`config.mk`:
```
export PLATFORM = sky130hd
export DESIGN_NAME = spm_seq_ctrl
export DESIGN_NICKNAME = d
export VERILOG_FILES = /design/src/rtl/spm_seq_ctrl.sv
export SDC_FILE = /design/constraint.sdc
export NUM_CORES = 1
export LEC_CHECK = 0
export BUFFER_PORTS_ARGS = -buffer_cell sky130_fd_sc_hd__buf_2
export CORE_MARGIN = 4
export CORE_UTILIZATION = 59
export DETAILED_ROUTE_END_ITERATION = 16
export GPL_ROUTABILITY_DRIVEN = 0
export GPL_TIMING_DRIVEN = 0
export PLACE_DENSITY = 0.83
export RECOVER_POWER = 50
export SYNTH_ARGS = -nofsm -noshare
export SYNTH_HDL_FRONTEND = slang
export SYNTH_SLANG_ARGS = --single-unit
```
`constraint.sdc`:
```
create_clock -name clk -period 4.94 [get_ports clk]
set_input_delay 0.988 -clock clk [delete_from_list [all_inputs] [get_ports clk]]
set_output_delay 0.988 -clock clk [all_outputs]
set_load 0.01 [all_outputs]
```
`src/rtl/spm_seq_ctrl.sv`:
```
// spm_seq_ctrl: sequencing front/back end for the serial-parallel multiplier CSA array.
//
// Accepts an operand pair (in_x multiplicand, in_y multiplier) over a valid/ready handshake.
// It clears the array for one cycle, holds x on spm_x and streams y LSB-first on spm_y,
// extended to 2N bits. It collects 2N serial product bits from spm_p and returns the 2N-bit
// product over a second valid/ready handshake.
//
// Ports:
//   clk, rst (sync, active-low)
//   in_valid / in_ready / in_x / in_y    operand handshake
//   out_valid / out_ready / out_p        product handshake
//   spm_x, spm_y, spm_clr_n, spm_p       array side
//
// Build option: define SPM_SIGNED_EN for two's-complement operation (y is sign-extended from a
// captured sign register). Otherwise y is zero-extended and the product is unsigned.
//
// Output timing: spm_x, spm_y and spm_clr_n are registered from the next state, so they line
// up with the cycle counter. in_ready and out_valid are registered from the current state,
// so they trail the state register by one cycle.

module spm_seq_ctrl #(
  parameter int unsigned N     = 8,
  parameter int unsigned P_LAT = 1
) (
  input  logic           clk,
  input  logic           rst,
  input  logic           in_valid,
  output logic           in_ready,
  input  logic [N-1:0]   in_x,
  input  logic [N-1:0]   in_y,
  output logic           out_valid,
  input  logic           out_ready,
  output logic [2*N-1:0] out_p,
  output logic [N-1:0]   spm_x,
  output logic           spm_y,
  output logic           spm_clr_n,
  input  logic           spm_p
);

  localparam int unsigned PW = 2 * N;
  localparam int unsigned CW = $clog2(2 * N + P_LAT + 1);
  localparam logic [CW-1:0] LastCnt  = CW'(2 * N + P_LAT - 1);
  localparam logic [CW-1:0] ExtEnd   = CW'(2 * N);
  localparam logic [CW-1:0] CapStart = CW'(P_LAT);

  typedef enum logic [1:0] {StIdle, StClear, StRun, StDone} state_e;

  state_e          state_q, state_d;
  logic [CW-1:0]   cnt_q, cnt_d;
  logic [N-1:0]    x_q, x_d;
  logic [N-1:0]    y_sh_q, y_sh_d;
  logic [PW-1:0]   p_sh_q, p_sh_d;
  logic            in_ready_d, out_valid_d, spm_y_d, spm_clr_n_d;
  logic [PW-1:0]   out_p_d;
  logic [N-1:0]    spm_x_d;
  logic            y_fill;
  logic            accept, out_fire;

`ifdef SPM_SIGNED_EN
  logic sign_q, sign_d;
  assign y_fill = sign_q;
`else
  assign y_fill = 1'b0;
`endif

  assign accept   = in_valid & in_ready;
  assign out_fire = out_valid & out_ready;

  always_comb begin
    state_d = state_q;
    cnt_d   = cnt_q;
    x_d     = x_q;
    y_sh_d  = y_sh_q;
    p_sh_d  = p_sh_q;
    spm_y_d = 1'b0;
`ifdef SPM_SIGNED_EN
    sign_d  = sign_q;
`endif
    unique case (state_q)
      StIdle: begin
        if (accept) begin
          x_d     = in_x;
          y_sh_d  = in_y;
`ifdef SPM_SIGNED_EN
          sign_d  = in_y[N-1];
`endif
          cnt_d   = '0;
          state_d = StClear;
        end
      end
      StClear: begin
        // Present y bit 0 together with counter value 0.
        state_d = StRun;
        cnt_d   = '0;
        spm_y_d = y_sh_q[0];
        y_sh_d  = {y_fill, y_sh_q[N-1:1]};
      end
      StRun: begin
        if (cnt_q >= CapStart) begin
          p_sh_d = {spm_p, p_sh_q[PW-1:1]};
        end
        if (cnt_q == LastCnt) begin
          state_d = StDone;
        end else begin
          cnt_d = cnt_q + 1'b1;
          // Once all N real bits are out, y_sh holds only fill bits, which gives the extension.
          if (cnt_d < ExtEnd) begin
            spm_y_d = y_sh_q[0];
          end
          y_sh_d = {y_fill, y_sh_q[N-1:1]};
        end
      end
      StDone: begin
        if (out_fire) begin
          state_d = StIdle;
        end
      end
      default: state_d = StIdle;
    endcase
  end

  always_comb begin
    in_ready_d  = (state_q == StIdle) && !accept;
    out_valid_d = (state_q == StDone) && !out_fire;
    out_p_d     = (state_q == StDone) ? p_sh_q : out_p;
    spm_x_d     = (state_d == StRun) ? x_d : spm_x;
    spm_clr_n_d = (state_d != StClear);
  end

  always_ff @(posedge clk) begin
    if (!rst) begin
      state_q   <= StIdle;
      cnt_q     <= '0;
      x_q       <= '0;
      y_sh_q    <= '0;
      p_sh_q    <= '0;
      in_ready  <= 1'b1;
      out_valid <= 1'b0;
      out_p     <= '0;
      spm_x     <= '0;
      spm_y     <= 1'b0;
      spm_clr_n <= 1'b0;
`ifdef SPM_SIGNED_EN
      sign_q    <= 1'b0;
`endif
    end else begin
      state_q   <= state_d;
      cnt_q     <= cnt_d;
      x_q       <= x_d;
      y_sh_q    <= y_sh_d;
      p_sh_q    <= p_sh_d;
      in_ready  <= in_ready_d;
      out_valid <= out_valid_d;
      out_p     <= out_p_d;
      spm_x     <= spm_x_d;
      spm_y     <= spm_y_d;
      spm_clr_n <= spm_clr_n_d;
`ifdef SPM_SIGNED_EN
      sign_q    <= sign_d;
`endif
    end
  end

endmodule

```
==> metrics.md, run 1 <==
| Metric | Value |
|---|---|
| Routed Antenna Nets | 0 |
| Yosys top cell by area | dfxtp_1 |
| CORE AREA | 4690 sq um |
| Syn avg cell area | 10.8 sq um |
| Layout area overhead | 15.6% |
| Ys Warns | 0 |
| Max cap viols | 0 |
| I/O pins | 49 |
| Sequential cell area fraction in the yosys report | 47.1% |
| Initial antenna violation count | 0 |
| Worst Path Arrival | 2460 ps |
| Synth Area in Simple Gates | 16.8% |
| CTS resizes | 0 |
| Hold slack final | 468 ps |
| Met3 usage | 6.50% |
| Hold_buf cts | 0 |
| Most used cell, CP | o211a_1 |
| Post-CTS Setup Bufs | 0 |
| RSZ-0062 raised after global routing | no |
| Layout cell share with drive strength beyond 1 | 15.0% |
| Slowest CP cell | dfxtp_1 |
| Pins Over Slew Limit | 0 |
| Row cnt | 25 |
| Non-filler cells, final | 380 |
| Compound-gate portion of the synthesized area | 8.26% |
| Total die area | 6000 sq um |
| Number of global-route vias before repair | 1,943 |
| Largest stage delay on the critical path | 420 ps |
| Met2 Usage GRT | 28.4% |
| Yosys cell types | 34 |
| XOR/XNOR Fraction of Synth Area | 0.308% |
| Pwr dens | 484 nW/um^2 |
| Vias per cell | 5.26 |
| Synth top area share | 47.1% |
| Fmax | 448 MHz |
| TritonCTS clock tree | done |
| DR iter-0 viols | 45 |
| Syn nets | 293 |
| Main combinational cell family by area after synthesis | multiplexers |
| Buffers on Ports | 48 |
| H-tree depth | 3 |
| GRT Resource Usage Total | 18.1% |
| GRT overflow | 0 |
| Worst hold path class | register to register |
| Synth top cells by count | dfxtp_1, mux2i_1, nor2b_1 |
| Detailed Place HPWL | 3.57 mm |
| Fin nets | 352 |
| Post-synthesis async set-or-reset flop share | 0% |
| Number of CTS-inserted buffers | 9 |
| Min cycle time layout | 2230 ps |
| Reg clk slew, reported paths | 70 ps |
| Worst Setup Start Kind | register |
| Mux cell area share after synthesis | 19.7% |
| Status | finished clean |
| Yosys reg bits | 67 |
| Final setup vio count | 0 |
| CP Class | register to register |
| Worst slew margin | 53.6% |
| Placed cell count | 365 |
| Final hold vios | 0 |
| Leak pwr | 1.42 nW |
| Most Crowded Layer GR | met2 |
| Post-synth top flop | dfxtp_1 |
| Post-Synthesis Cells | 263 |
| Routed wire length | 4.92 mm |
| Antenna Cells | 0 |
| Largest net degree at the start of global routing | 12 |
| Setup_tns | 0 ps |
| Global-route wire length before repair | 8.71 mm |
| DR WL/cell | 12.9 um |
| DR DRC count | 0 |
| Initial Util | 60.7% |
| Clock Tree Buf Depth | 2 |
| Crit Path Max Fanout | 10 |
| Die X | 77.5 um |
| Clock sink count | 67 |
| Fin crit share | 45.2% |
| Final worst slack | 2710 ps |
| Worst vdd ir | 0.323 mV |
| Drt pass-1 iters | 4 |
| Latest clock arrival within the worst-skew pair | 330 ps |
| Routing usage on met1 | 22.3% |
| Clock Skews | 7.54 ps |
| CTS root buffer | clkbuf_8 |
| Post-synth EDFFs | 0 |
| Worst-margin pin slew | 696 ps |
| Setup crit end kind | register |
| Adder-cell area share of the yosys netlist | 3.96% |
| Vias | 1,998 |
| Cell Area, Synth | 2850 sq um |
| Req. time, crit path | 5160 ps |
| Worst path cell trace | inv_1 -> ha_1 -> clkbuf_8 -> nand4bb_1 -> o211a_1 -> clkbuf_1 -> buf_1 -> nand2_1 -> o211a_1 |
| Die Ht | 77.5 um |
| Pre-CTS setup slack | 2460 ps |
| Most frequent cell after synthesis | dfxtp_1 |
| Top post-synthesis cells by area | dfxtp_1, mux2i_1, nor2b_1 |
cell type report:
| cell class | count | area, sq um |
|---|---|---|
| fillers | 378 | 1400 |
| multi-input cells | 175 | 1400 |
| flip-flops and latches | 67 | 1340 |
| repair buffers | 48 | 203 |
| clock buffers | 9 | 124 |
| plain buffers | 14 | 75.1 |
| well taps | 54 | 67.6 |
| clock inverters | 6 | 57.6 |
| inverters | 7 | 26.3 |
layout by cell type (no fill, tap or decap), types with 6 or more instances in the layout:
cell / count
and2_1: 10
nand3_1: 6
o211a_1: 8
clkbuf_1: 40
clkbuf_8: 10
nor2b_1: 41
ha_1: 9
dfxtp_1: 67
mux2i_1: 47
buf_2: 19
mux2_2: 8
nand2_1: 12
inv_1: 7
per-layer routing:
layer  up-vias  wire [um]  share of wire [%]
li1       1017          -                  -
met5         -          0                  0
met4         0         91                1.8
met1       928       2330                 47
met3        10        280                5.7
met2        43       2210                 45
worst paths after layout:
kind	from	end	slack, ps	depth (start not counted)
hold reg to reg	y_sh_q[7]	y_sh_q[7]	470	2
setup / recovery	state_q[0]	y_sh_q[4]	2710	9
hold / removal	y_sh_q[7]	y_sh_q[7]	470	2
setup reg to reg	state_q[0]	y_sh_q[4]	2710	9
critical path, delay by kind of cell, from the launching register on:
family | cells | cell delay, ps
AO/OA/AOI/OAI | 2 | 280
adder cells (fa/ha/maj) | 1 | 220
buffers and inverters | 4 | 970
flip-flops | 1 | 420
AND/OR/NAND/NOR | 2 | 240
kinds of logic after synthesis:
family / count (synthesis)
AOI/OAI and AO/OA: 28
DFF: 67
muxes: 55
adders and majority gates: 9
and+or+nand+nor: 82
xor gates and xnor gates: 1
buffers and inverters: 21
power by group:
part | internal [mW] | total, mW | switching, mW
clock network | 0.226 | 0.424 | 0.198
logic | 0.234 | 0.506 | 0.273
registers | 0.619 | 0.663 | 0.0438
total | 1.08 | 1.59 | 0.514
per-stage QoR:
step,cell area (sq um),total power [mW],util (%)
5_1_grt,3290,1.70,70.1
6_report,3290,1.59,70.1
3_5_place_dp,3150,1.19,67.2
3_3_place_gp,3150,1.18,67.2
2_1_floorplan,2850,1.08,-
4_1_cts,3340,1.62,71.1
sequential cells by signal (all words and copies together) (netlist names):
signal,cells
cnt_q,5
spm_clr_n,1
out_p,16
spm_x,8
p_sh_q,16
out_valid,1
spm_y,1
state_q,2
x_q,8
in_ready,1
y_sh_q,8
No activity file was read; power rests on OpenSTA's default activity.
==> run 2: changes to the inputs <==
--- a/config.mk
+++ b/config.mk
@@ -5,13 +5,14 @@
 export SDC_FILE = /design/constraint.sdc
 export NUM_CORES = 1
 export LEC_CHECK = 0
+export ABC_AREA = 1
 export BUFFER_PORTS_ARGS = -buffer_cell sky130_fd_sc_hd__buf_2
 export CORE_MARGIN = 4
-export CORE_UTILIZATION = 59
+export CORE_UTILIZATION = 49
 export DETAILED_ROUTE_END_ITERATION = 16
 export GPL_ROUTABILITY_DRIVEN = 0
 export GPL_TIMING_DRIVEN = 0
-export PLACE_DENSITY = 0.83
+export PLACE_DENSITY = 0.74
 export RECOVER_POWER = 50
 export SYNTH_ARGS = -nofsm -noshare
 export SYNTH_HDL_FRONTEND = slang
==> constraint.sdc (replaced) <==
create_clock -name clk -period 2 [get_ports clk]
set_input_delay 0.4 -clock clk [delete_from_list [all_inputs] [get_ports clk]]
set_output_delay 0.4 -clock clk [all_outputs]
set_load 0.01 [all_outputs]
==> run 2 against run 1 <==
Compared with the run above:
- global-route usage is 0.32 points higher
- clock skew is 1.6 ps lower
- largest power group unchanged
- highest routed layer unchanged
- die area is 12% higher
- non-clock buffer count is 2 higher
- cell count is 33% higher
- register-to-register slack worse by 2500 ps
- combinational power grew to 2.9 times the previous value
- hold slack worse by 150 ps
- sequential cell count stayed put
- wire length is 18% higher
- clock-buffer cell count stayed put
- critical endpoint is now spm_x[5]
==> metrics.md, run 2 <==
| Metric | Value |
|---|---|
| Status | finished clean |
| Routing usage on met1 | 23.4% |
| Cell Area, Synth | 2690 sq um |
| Post-synthesis async set-or-reset flop share | 0% |
| Initial antenna violation count | 0 |
| Top post-synthesis cells by area | dfxtp_1, nor2_1, nand2_1 |
| Hold endpoint | p_sh_q[15] |
| GRT Resource Usage Total | 18.4% |
| GRT overflow | 0 |
| Fin crit share | 89.6% |
| CORE AREA | 5200 sq um |
| Min cycle time layout | 1790 ps |
| Syn nets | 402 |
| Req. time, crit path | 2240 ps |
| Ys Warns | 0 |
| Post-Synthesis Cells | 372 |
| Clock Skews | 5.92 ps |
| Drt pass-1 iters | 4 |
| Leak pwr | 1.49 nW |
| Leading cell type in the layout, fill and taps excluded | nor2_1 |
| Fmax | 558 MHz |
| Final setup vio count | 0 |
| Setup crit end kind | register |
| Fin nets | 461 |
| Total die area | 6750 sq um |
| Synth top cells by count | nor2_1, nand2_1, dfxtp_1 |
| Post-synth top flop | dfxtp_1 |
| Worst slew margin | 69.2% |
| Most Crowded Layer GR | met2 |
| Final hold vios | 0 |
| Global-route wire length before repair | 9.49 mm |
| Layout area overhead | 20.1% |
| Hold depth | 3 |
| Yosys top cell by area | dfxtp_1 |
| Commonest non-fill, non-tap cells in the layout | nor2_1, nand2_1, dfxtp_1 |
| Antenna Cells | 0 |
| TritonCTS clock tree | done |
| Number of CTS-inserted buffers | 9 |
| Pins Over Slew Limit | 0 |
| Reg clk slew, reported paths | 70 ps |
| Yosys cell types | 19 |
| Vias per cell | 4.77 |
| Met3 usage | 4.99% |
| Max cap viols | 0 |
| Min-Delay Startpoint | spm_p |
| Largest regs | out_p x16, p_sh_q x16 |
| Layout cell share with drive strength beyond 1 | 11.0% |
| Vias | 2,412 |
| Clock Tree Buf Depth | 2 |
| Reg2reg setup slack | 210 ps |
| DR WL/cell | 11.5 um |
| Final worst slack | 208 ps |
| Synth top area share | 49.8% |
| Met2 Usage GRT | 29.2% |
| Syn avg cell area | 7.24 sq um |
| Worst vdd ir | 0.962 mV |
| Non-filler cells, final | 506 |
| Yosys reg bits | 67 |
| Post-layout util | 62.1% |
| Fill cells | 497 |
| Latest clock arrival within the worst-skew pair | 340 ps |
| Setup_tns | 0 ps |
| Worst Path Arrival | 2030 ps |
| Row cnt | 26 |
| Crit Path Max Fanout | 10 |
| Pre-CTS setup slack | 108 ps |
| Buffers on Ports | 47 |
| I/O pins | 49 |
| Detailed Place HPWL | 4.03 mm |
| Initial Util | 51.8% |
| Total Power | 4.54 mW |
| Die Ht | 82.1 um |
| Post-synth EDFFs | 0 |
| DR DRC count | 0 |
| Most frequent cell after synthesis | nor2_1 |
| Worst hold path class | input pin to register |
| FF-to-FF End | spm_x[5] |
| Worst reg-to-reg path cell count | 11 |
| Die X | 82.1 um |
| Largest net degree at the start of global routing | 13 |
| DR iter-0 viols | 155 |
| CTS root buffer | clkbuf_8 |
| Worst-margin pin slew | 462 ps |
| H-tree depth | 3 |
| Clock sink count | 67 |
| Hold_buf cts | 0 |
| Worst Setup Start Kind | register |
| Pwr dens | 1400 nW/um^2 |
| Routed Antenna Nets | 0 |
| Placed cell count | 489 |
| Sequential cell area fraction in the yosys report | 49.8% |
| Number of global-route vias before repair | 2,181 |
| Crit Reg-Reg Startpoint | state_q[0] |
| Routed wire length | 5.82 mm |
| CP Class | register to register |
==> run 2: changes by cell type after synthesis, sizes merged, moves of 4 or more <==
cell	change
nor2	+110
nand2	+61
mux2i	-47
o21ai	+46
nor2b	-41
inv	+17
and2	-10
mux2	-8
o211a	-8
a21boi	-5
a21oi	+4
==> run 2: where the power goes <==
| part | switching, mW | internal, mW |
|---|---|---|
| clock network | 0.517 | 0.825 |
| logic | 0.944 | 0.517 |
| registers | 0.132 | 1.61 |
==> run 2: timing repair <==
item | CTS | global route
buffers inserted | 0 | 2
resized for setup | 0 | 2
endpoints found under the setup margin | 0 | 13
==> run 2: layer usage <==
layer | routed length (um) | vias up
li1 | - | 1279
met1 | 2780 | 1072
met2 | 2700 | 54
met3 | 276 | 7
met4 | 65 | 0
met5 | 0 | -
==> run 2: metrics by stage <==
stage | area, sq um | hold WS, ps
after CTS | 3260 | 303
after floorplan | 2690 | 428
final | 3230 | 317
after global placement | 3020 | 442
after detailed placement | 3020 | 453
after global routing | 3230 | 322
==> run 2: logic make-up after synthesis <==
kind of cell               synth area share, %
AOI/OAI and AO/OA                         11.2
buffers and inverters                     6.04
and+or+nand+nor                           28.5
DFF                                       49.8
xor gates and xnor gates                 0.325
adders and majority gates                 4.18
==> run 2: cell type report <==
cell class,instances,area (sq um),area share [%]
sequential,67,1340,41.5
multi-input combinational,265,1190,36.8
timing repair buffer,49,215,6.65
clock buffer,9,124,3.83
clock inverter,7,116,3.60
inverter,24,90.1,2.79
tap,70,87.6,2.71
buffer,15,68.8,2.13
==> run 2: worst max path at each step <==
| stage | start | endpoint | depth (start not counted) |
|---|---|---|---|
| 4_1_cts | state_q[0] | spm_x[5] | 11 |
| 5_1_grt | state_q[1] | spm_x[5] | 9 |
| 2_1_floorplan | state_q[0] | spm_x[5] | 11 |
| 3_3_place_gp | state_q[0] | spm_x[5] | 11 |
| 3_5_place_dp | state_q[0] | spm_x[5] | 11 |
| 6_report | state_q[0] | spm_x[5] | 11 |
==> run 2: critical path, stage by stage (launching register included) <==
cell	delay, ps
dfxtp_2	370
inv_1	100
ha_2	240
inv_1	120
nand2_1	70
nand2_1	70
nand3_1	190
nor2_4	220
buf_6	160
nand2_1	60
nand2_1	60
nor2_1	40
==> run 3: changes to the inputs <==
--- a/config.mk
+++ b/config.mk
@@ -5,14 +5,13 @@
 export SDC_FILE = /design/constraint.sdc
 export NUM_CORES = 1
 export LEC_CHECK = 0
-export ABC_AREA = 1
 export BUFFER_PORTS_ARGS = -buffer_cell sky130_fd_sc_hd__buf_2
 export CORE_MARGIN = 4
-export CORE_UTILIZATION = 49
+export CORE_UTILIZATION = 50
 export DETAILED_ROUTE_END_ITERATION = 16
 export GPL_ROUTABILITY_DRIVEN = 0
 export GPL_TIMING_DRIVEN = 0
-export PLACE_DENSITY = 0.74
+export PLACE_DENSITY = 0.75
 export RECOVER_POWER = 50
 export SYNTH_ARGS = -nofsm -noshare
 export SYNTH_HDL_FRONTEND = slang
==> run 3 against run 2 <==
Compared with the run above:
- wire length shrank 10%
- combinational power about the same
- first-iteration DRC count down 62%
- global-route usage is 2.5 points lower
- critical path depth decreased by 4
- clock skew grew 2.7 ps
- hold slack improved by 28 ps
- core utilization grew 1.1 points
- die area grew 3.2%
- sequential share of layout area down 2.8 points
- non-clock buffer count increased by 4
- critical path type unchanged
- highest routed layer unchanged
==> metrics.md, run 3 (synthesis gave the netlist of run 1 again) <==
| Metric | Value |
|---|---|
| Status | finished clean |
| Setup crit end kind | register |
| Die Ht | 83.5 um |
| Worst Setup Start Kind | register |
| Total die area | 6960 sq um |
| Routed Antenna Nets | 0 |
| Fill cells | 467 |
| Worst-margin pin slew | 703 ps |
| Min cycle time layout | 1920 ps |
| Largest regs | out_p x16, p_sh_q x16 |
| CP Class | register to register |
| Max cap viols | 0 |
| H-tree depth | 3 |
| Largest net degree at the start of global routing | 13 |
| Global-route wire length before repair | 9.04 mm |
| Register Area | 1350 sq um |
| Layout cell share with drive strength beyond 1 | 21.0% |
| Drt pass-1 iters | 4 |
| Clock sink count | 67 |
| Reg clk slew, reported paths | 70 ps |
| Latest clock arrival within the worst-skew pair | 330 ps |
| Row cnt | 27 |
| Final setup vio count | 0 |
| Final hold vios | 0 |
| Setup_tns | 0 ps |
| RSZ-0062 raised after global routing | yes |
| Fin nets | 358 |
| Routed wire length | 5.21 mm |
| Number of global-route vias before repair | 1,965 |
| DR DRC count | 0 |
| GRT overflow | 0 |
| Antenna Cells | 0 |
| Worst slew margin | 53.1% |
| CORE AREA | 5510 sq um |
| Hold_buf cts | 0 |
| Met3 usage | 7.01% |
| Clock Tree Buf Depth | 2 |
| Pins Over Slew Limit | 0 |
| Req. time, crit path | 2220 ps |
| Leading cell type in the layout, fill and taps excluded | dfxtp_1 |
| Worst hold path class | input pin to register |
| Met2 Usage GRT | 25.3% |
| Layout area overhead | 22.4% |
| Fin crit share | 96.2% |
| Initial Util | 51.7% |
| I/O pins | 49 |
| Clock Skews | 8.62 ps |
| CTS root buffer | clkbuf_8 |
| Number of CTS-inserted buffers | 9 |
| Commonest non-fill, non-tap cells in the layout | dfxtp_1, mux2i_1, nor2b_1 |
| DR iter-0 viols | 59 |
| Crit Path Max Fanout | 5 |
| Pwr dens | 1200 nW/um^2 |
| Initial antenna violation count | 0 |
| Vias per cell | 4.96 |
| Footprint of the multi-input gates | 1440 sq um |
| Non-filler cells, final | 405 |
| Worst Path Arrival | 2150 ps |
| Worst vdd ir | 0.727 mV |
| DR WL/cell | 12.9 um |
| Vias | 2,009 |
| Buffers on Ports | 48 |
| Leak pwr | 1.51 nW |
| Most Crowded Layer GR | met2 |
| TritonCTS clock tree | done |
| Detailed Place HPWL | 3.60 mm |
| Placed cell count | 383 |
| GRT Resource Usage Total | 15.9% |
| Fmax | 520 MHz |
| Die X | 83.5 um |
| Routing usage on met1 | 19.5% |
-- run 3: routing by layer --
| layer | vias up | routed length, um |
|---|---|---|
| li1 | 1025 | - |
| met1 | 924 | 2460 |
| met2 | 50 | 2320 |
| met3 | 10 | 345 |
| met4 | 0 | 80 |
| met5 | - | 0 |
-- run 3: area by class of cell --
| cell class | instances | share of cell area, % |
|---|---|---|
| repair buffers | 56 | 8.66 |
| plain buffers | 12 | 1.98 |
| clock inverters | 6 | 1.87 |
| multi-input cells | 175 | 41.4 |
| well taps | 72 | 2.59 |
| inverters | 7 | 0.826 |
| clock buffers | 10 | 3.95 |
| flip-flops and latches | 67 | 38.7 |
-- run 3: worst paths after layout --
| kind | startpoint | end | slack, ps | depth (start not counted) |
|---|---|---|---|---|
| max reg2reg | cnt_q[1] | p_sh_q[10] | 80 | 7 |
| min reg2reg | y_sh_q[0] | spm_y | 460 | 2 |
| max | cnt_q[1] | p_sh_q[10] | 80 | 7 |
| min | spm_p | p_sh_q[15] | 350 | 3 |
-- run 3: through the flow --
| step | hold slack [ps] | worst slack, ps | instance area, sq um | utilization, % | power (mW) |
|---|---|---|---|---|---|
| 3_3_place_gp | 455 | -233 | 3180 | 57.7 | 2.93 |
| 2_1_floorplan | 422 | 37.0 | 2850 | - | 2.66 |
| 4_1_cts | 320 | 0.337 | 3480 | 63.2 | 4.18 |
| 3_5_place_dp | 451 | -259 | 3180 | 57.7 | 2.95 |
| 5_1_grt | 338 | -44.5 | 3480 | 63.3 | 4.46 |
| 6_report | 346 | 76.1 | 3480 | 63.3 | 4.18 |
-- run 3: power by group --
group	switching [mW]	internal [mW]	total, mW	leakage (nW)
clock network	0.490	0.609	1.10	0.102
logic	0.730	0.701	1.43	0.857
registers	0.115	1.54	1.65	0.546
total	1.34	2.85	4.18	1.51
-- run 3: worst max-delay path: stages, from the launching register on --
cell and delay [ps]:
dfxtp_2 340, inv_1 60, ha_1 170, or4_4 420
o31ai_4 280, bufbuf_16 330, mux2i_1 170, nor2b_1 50
-- run 3: timing repair --
item | CTS | global route
pin swaps | 2 | 1
endpoints found under the hold margin | 0 | 0
setup buffers | 5 | 2
gates cloned | 1 | 0
gates resized for setup | 9 | 8
setup endpoints to repair | 25 | 24
